==> src/rtl/spi_cmd_parser_if.sv <==
// Byte stream from the SPI slave front end into the command parser:
// chip select plus an Avalon-ST style valid/ready byte channel.
interface spi_cmd_parser_if;
    // A byte transfers on a rising clk edge where rx_valid and rx_ready are both 1;
    // rx_data is only meaningful while rx_valid is 1, and the parser never stalls.
    logic       spi_nss;
    logic       rx_valid;
    logic [7:0] rx_data;
    logic       rx_ready;

    modport master (output spi_nss, output rx_valid, output rx_data, input rx_ready);
    modport slave  (input spi_nss, input rx_valid, input rx_data, output rx_ready);
endinterface

==> src/rtl/spi_cmd_parser.sv <==
// Parses 2- and 3-byte SPI command frames into voice frequency/envelope registers.
// Optional partial-frame timeout is built only when SPI_CMD_TIMEOUT_EN is defined.
module spi_cmd_parser #(
    parameter int TIMEOUT_CYCLES = 100000
) (
    input  logic              clk,
    input  logic              nreset,
    spi_cmd_parser_if.slave   rx,
    output logic [15:0]       freq,
    output logic [15:0]       freq2,
    output logic [7:0]        env,
    output logic [7:0]        env2,
    output logic              freq_stb,
    output logic              freq2_stb,
    output logic              env_stb,
    output logic              env2_stb,
    output logic              cmd_err,
    output logic [7:0]        frame_cnt,
    output logic [1:0]        state_dbg
);

    if (TIMEOUT_CYCLES < 1) begin : g_param_check
        $error("TIMEOUT_CYCLES must be at least 1");
    end

    typedef enum logic [1:0] {
        IDLE   = 2'd0,
        ARG_HI = 2'd1,
        ARG_LO = 2'd2
    } state_t;

    state_t     state;
    logic [2:0] cmd;
    logic [7:0] hi;
    logic       ready_q;
    logic       accept;
    logic       in_arg;
    logic       idle_abort;

    assign rx.rx_ready = ready_q;
    assign accept      = rx.rx_valid && ready_q;
    assign in_arg      = (state == ARG_HI) || (state == ARG_LO);
    assign state_dbg   = state;

`ifdef SPI_CMD_TIMEOUT_EN
    localparam int TO_W = $clog2(TIMEOUT_CYCLES + 1);

    logic [TO_W-1:0] to_cnt;
    logic            to_hit;

    // Hit on the cycle that would make TIMEOUT_CYCLES idle cycles in a row.
    assign to_hit     = (to_cnt == TO_W'(TIMEOUT_CYCLES - 1));
    assign idle_abort = in_arg && !accept && (rx.spi_nss || to_hit);

    always_ff @(posedge clk or negedge nreset) begin
        if (!nreset) begin
            to_cnt <= '0;
        end else if (!in_arg || accept || idle_abort) begin
            to_cnt <= '0;
        end else begin
            to_cnt <= to_cnt + TO_W'(1);
        end
    end
`else
    assign idle_abort = in_arg && !accept && rx.spi_nss;
`endif

    always_ff @(posedge clk or negedge nreset) begin
        if (!nreset) begin
            state     <= IDLE;
            cmd       <= '0;
            hi        <= '0;
            ready_q   <= 1'b0;
            freq      <= '0;
            freq2     <= '0;
            env       <= '0;
            env2      <= '0;
            freq_stb  <= 1'b0;
            freq2_stb <= 1'b0;
            env_stb   <= 1'b0;
            env2_stb  <= 1'b0;
            cmd_err   <= 1'b0;
            frame_cnt <= '0;
        end else begin
            ready_q   <= 1'b1;
            freq_stb  <= 1'b0;
            freq2_stb <= 1'b0;
            env_stb   <= 1'b0;
            env2_stb  <= 1'b0;
            cmd_err   <= 1'b0;

            if (idle_abort) begin
                state   <= IDLE;
                cmd_err <= 1'b1;
            end else begin
                case (state)
                    IDLE: begin
                        if (accept) begin
                            case (rx.rx_data)
                                8'h01, 8'h03: begin
                                    state <= ARG_HI;
                                    cmd   <= rx.rx_data[2:0];
                                end
                                8'h02, 8'h04: begin
                                    state <= ARG_LO;
                                    cmd   <= rx.rx_data[2:0];
                                end
                                default: cmd_err <= 1'b1;
                            endcase
                        end
                    end
                    ARG_HI: begin
                        // Deselect on a non-final byte kills the frame and drops the byte.
                        if (accept) begin
                            if (rx.spi_nss) begin
                                state   <= IDLE;
                                cmd_err <= 1'b1;
                            end else begin
                                hi    <= rx.rx_data;
                                state <= ARG_LO;
                            end
                        end
                    end
                    ARG_LO: begin
                        if (accept) begin
                            state     <= IDLE;
                            frame_cnt <= frame_cnt + 8'd1;
                            case (cmd)
                                3'd1: begin
                                    freq     <= {hi, rx.rx_data};
                                    freq_stb <= 1'b1;
                                end
                                3'd3: begin
                                    freq2     <= {hi, rx.rx_data};
                                    freq2_stb <= 1'b1;
                                end
                                3'd2: begin
                                    env     <= rx.rx_data;
                                    env_stb <= 1'b1;
                                end
                                3'd4: begin
                                    env2     <= rx.rx_data;
                                    env2_stb <= 1'b1;
                                end
                                default: ;
                            endcase
                        end
                    end
                    default: state <= IDLE;
                endcase
            end
        end
    end

endmodule

==> src/flat_wrapper.sv <==
// flat-port wrapper written by rule: the top's interface ports become plain ports
module spi_cmd_parser_flat 
#(
    parameter int TIMEOUT_CYCLES = 100000
)
  (clk, nreset, freq, freq2, env, env2, freq_stb, freq2_stb, env_stb, env2_stb, cmd_err, frame_cnt, state_dbg, rx_spi_nss, rx_rx_valid, rx_rx_data, rx_rx_ready);
  spi_cmd_parser_if rx_i ();
  input  logic clk;
  input  logic nreset;
  output logic [15:0] freq;
  output logic [15:0] freq2;
  output logic [7:0] env;
  output logic [7:0] env2;
  output logic freq_stb;
  output logic freq2_stb;
  output logic env_stb;
  output logic env2_stb;
  output logic cmd_err;
  output logic [7:0] frame_cnt;
  output logic [1:0] state_dbg;
  input wire logic [$bits(rx_i.spi_nss)-1:0] rx_spi_nss;
  input wire logic [$bits(rx_i.rx_valid)-1:0] rx_rx_valid;
  input wire logic [$bits(rx_i.rx_data)-1:0] rx_rx_data;
  output wire logic [$bits(rx_i.rx_ready)-1:0] rx_rx_ready;
  assign rx_i.spi_nss = rx_spi_nss;
  assign rx_i.rx_valid = rx_rx_valid;
  assign rx_i.rx_data = rx_rx_data;
  assign rx_rx_ready = rx_i.rx_ready;
  spi_cmd_parser #(.TIMEOUT_CYCLES(TIMEOUT_CYCLES)) u_core (.clk(clk), .nreset(nreset), .rx(rx_i), .freq(freq), .freq2(freq2), .env(env), .env2(env2), .freq_stb(freq_stb), .freq2_stb(freq2_stb), .env_stb(env_stb), .env2_stb(env2_stb), .cmd_err(cmd_err), .frame_cnt(frame_cnt), .state_dbg(state_dbg));
endmodule
==> config.mk <==
export PLATFORM = sky130hd
export DESIGN_NAME = spi_cmd_parser_flat
export DESIGN_NICKNAME = d
export VERILOG_FILES = /design/src/rtl/spi_cmd_parser_if.sv /design/src/rtl/spi_cmd_parser.sv /design/src/flat_wrapper.sv
export SDC_FILE = /design/constraint.sdc
export NUM_CORES = 1
export LEC_CHECK = 0
export ABC_CLOCK_PERIOD_IN_PS = 3150
export CORE_MARGIN = 2
export CORE_UTILIZATION = 54
export CTS_BUF_LIST = sky130_fd_sc_hd__clkbuf_8
export CTS_CLUSTER_SIZE = 24
export DETAILED_ROUTE_END_ITERATION = 8
export MAX_ROUTING_LAYER = met4
export PLACE_DENSITY = 0.87
export RECOVER_POWER = 50
export SLEW_MARGIN = 20
export SYNTH_ARGS = -nofsm -noshare
export SYNTH_HDL_FRONTEND = slang
export SYNTH_SLANG_ARGS = --single-unit
==> constraint.sdc <==
create_clock -name clk -period 3.15 [get_ports clk]
set_clock_uncertainty 0.05 [all_clocks]
set_input_delay 0.4725 -clock clk [delete_from_list [all_inputs] [get_ports clk]]
set_output_delay 0.4725 -clock clk [all_outputs]
set_load 0.02 [all_outputs]
==> impl_metrics.py <==
metrics = {
    "placement": {
        "dpl_cell_area_mm2": 0.00384,
        "place_congestion": 0.898,
        "dp_slack_ns": 0.700,
        "dp_hpwl_um": 4020,
        "io_buffers": 75,
    },
    "power": {
        "swShare_pct": 29.1,
        "p_leak_uw": 0.00196,
        "irDropWorstVdd_mv": 0.396,
        "powerDensity_mw_per_mm2": 587,
        "pwr-share-comb_pct": 21.7,
        "seq_power_share_pct": 50.1,
        "clkPwrFrac_pct": 28.2,
        "p_int_uw": 1670,
        "switching_power_uw": 683,
    },
    "run_status": {
        "status": "finished, violations left",
        "violations": "capacitance limit, slew limit",
    },
    "critical_path": {
        "startpoint_type": "flip-flop",
        "worst-endpoint-arrival_ns": 2.51,
        "crit_type": "reg -> reg",
        "crit_required_ns": 3.33,
        "cp_max_fo": 9,
        "cp-end-kind": "flip-flop",
    },
    "final_layout": {
        "nets": 301,
        "diodes": 0,
        "nFillCells": 376,
        "ff_latch_area_mm2": 0.00188,
        "multiInputGateArea_mm2": 0.00108,
        "syn2layout_area_growth_pct": 32.4,
        "fin_area_mm2": 0.00400,
        "drive_gt1_share_pct": 28.4,
    },
    "global_routing": {
        "antenna_found_initial": 0,
        "overflow": 0,
        "track_usage_pct": 21.9,
        "grt_pass1_vias": 1889,
        "grt_pass1_wl_um": 9750,
        "grt_max_degree": 76,
    },
    "sta": {
        "tns_ns": 0,
        "maxSlewHeadroom_pct": -19.2,
        "worst_slack_ns": 0.818,
        "rsz0062_at_grt": "no",
        "period_needed_ns": 2.33,
        "final.period_utilization_pct": 74.0,
        "tightest_slew_ns": 1.79,
        "hold_violations": 0,
        "setup_violations": 0,
        "drv_slew": 76,
        "max_freq_mhz": 429,
    },
    "logic_synthesis": {
        "netlist_instances": 203,
        "syn-num-nets": 220,
        "ys_seq_area_share_pct": 62.1,
        "synth_cell_types": 28,
        "yosysWarnings": 0,
        "synth_area_mm2": 0.00302,
        "ys_ff_latch": 75,
        "synth_area_per_cell_um2": 14.9,
    },
    "detailed_routing": {
        "drt_wl_total_um": 5900,
        "remaining_drc_errors": 0,
        "first_pass_iters": 4,
        "drt_iter0_drc": 132,
        "vias": 1895,
        "wl_per_cell_um": 16.3,
        "antenna_left": 0,
        "via_per_inst": 5.25,
    },
    "floorplanning": {
        "io_pins": 76,
        "core_mm2": 0.00547,
        "rows": 27,
        "dieArea_mm2": 0.00621,
        "start_util_pct": 55.3,
        "die-height_um": 78.8,
        "dieWidth_um": 78.8,
    },
    "clock_network": {
        "cts_resized": 0,
        "cts_sinks": 75,
        "cts_setup_buffers": 0,
        "cts_buffers": 9,
        "cts_root_buffer": "clkbuf_8",
        "ctsHoldBuffers": 0,
        "cts_tree": "done",
        "ctsLongestPathBuffers": 2,
        "cts.clk_slew.worst_paths_ns": 0.07,
        "cts-htree-levels": 3,
        "clock_latency_ns": 0.34,
    },
    "hold_path": {
        "hp-class": "reg -> reg",
    },
    "job": {
        "maxCapViolations": 1,
    },
}
[power groups by stage]
stage / clock network [µW] / logic [µW] / registers, µW
3_3_place_gp: 0 / 508 / 1190
5_1_grt: 727 / 554 / 1190
4_1_cts: 678 / 526 / 1180
2_1_floorplan: 0 / 229 / 1260
6_report: 663 / 511 / 1180
3_5_place_dp: 0 / 523 / 1200
[Yosys cell counts]
master	n	area, µm²
mux2_2	61	687
nor2_1	9	33.8
nor3_1	2	10.0
ha_1	5	62.6
o32ai_1	1	8.76
o21ai_0	1	5.00
o41ai_1	1	8.76
buf_2	1	5.00
a31oi_1	1	6.26
nand3_2	1	10.0
nand3_1	7	35.0
clkbuf_1	3	11.3
nor4b_4	2	47.6
and2_1	1	6.26
xnor2_1	5	43.8
mux2i_1	1	10.0
nor3_2	1	10.0
clkbuf_2	1	5.00
conb_1	1	3.75
buf_6	1	11.3
nor3b_1	1	7.51
and3_2	1	7.51
xor2_1	4	35.0
o22ai_1	1	6.26
nand3_4	1	17.5
inv_1	5	18.8
nand2_1	9	33.8
dfrtp_1	75	1880
[sequential cells by signal (all words and copies together) (netlist names)]
register	flops
u_core.cmd	3
u_core.cmd_err	1
u_core.env	8
u_core.env2	8
u_core.env2_stb	1
u_core.env_stb	1
u_core.frame_cnt	8
u_core.freq	16
u_core.freq2	16
u_core.freq2_stb	1
u_core.freq_stb	1
u_core.hi	8
u_core.rx.rx_ready	1
u_core.state_dbg	2
[cell type report]
cell class                      count  share of cell area, %
Timing Repair Buffer               76                   18.8
Clock buffer                       11                   3.78
Sequential cell                    75                   46.9
Clock inverter                      5                  0.750
Multi-Input combinational cell    117                   27.1
Inverter                            5                  0.469
Tap cell                           72                   2.25
[per-layer routing]
layer  up-vias  GRT usage, %  routed length (µm)
li1        872             -                   -
met3        13          3.52                 255
met2        54          33.9                2850
met4         0          12.1                 163
met5         -             -                   0
met1       956          27.9                2630
[cells by family after synthesis]
family / after synthesis / share of synthesized area [%]
flops: 75 / 62.1
mux: 62 / 23.0
simple gates: 35 / 7.24
buf+inv: 11 / 1.70
xor+xnor: 9 / 2.61
fa+ha+maj: 5 / 2.07
compound gates: 5 / 1.16
other cells: 1 / 0.124
[path summary, 6_finish.rpt]
| path | start | to | slack, ns | cells past startpoint |
|---|---|---|---|---|
| min reg2reg | u_core.frame_cnt[7]$_DFFE_PN0P_ | u_core.frame_cnt[7]$_DFFE_PN0P_ | 0.43 | 1 |
| max in group asynchronous | nreset | u_core.rx.rx_ready$_DFF_PN0_ | 1.44 | 1 |
| max reg2reg | u_core.state_dbg[0]$_DFFE_PN0P_ | u_core.env[3]$_DFFE_PN0P_ | 0.82 | 5 |
| max | u_core.state_dbg[0]$_DFFE_PN0P_ | u_core.env[3]$_DFFE_PN0P_ | 0.82 | 5 |
| min | u_core.frame_cnt[7]$_DFFE_PN0P_ | u_core.frame_cnt[7]$_DFFE_PN0P_ | 0.43 | 1 |
| min in group asynchronous | nreset | u_core.freq[6]$_DFFE_PN0P_ | 0.54 | 1 |
[worst max-delay path, stage by stage, from the launching register on]
cell and delay (ns):
dfrtp_1 0.41, inv_1 0.11, ha_1 0.20, nand3_1 0.34, nor4b_4 0.69, mux2_2 0.41
[metrics by stage]
step | total power, µW | util [%] | hold WS [ns] | std cells
2_1_floorplan | 1480 | - | 0.127 | 203
3_3_place_gp | 1700 | 70.1 | 0.411 | 345
3_5_place_dp | 1720 | 70.1 | 0.420 | 345
4_1_cts | 2380 | 73.4 | 0.240 | 361
5_1_grt | 2470 | 73.2 | 0.446 | 361
6_report | 2350 | 73.2 | 0.425 | 361
[layout by cell type, fill, tap and decap left out, types with 4 or more instances in the layout]
master,instances
dlygate4sd3_1,22
xor2_1,4
dfrtp_1,75
ha_1,5
clkbuf_8,11
nand2_1,9
nand3_1,8
xnor2_1,5
clkdlybuf4s50_1,52
mux2_2,61
nor2_1,9
inv_1,7
Note: power is estimated with default switching activity, not from simulation.
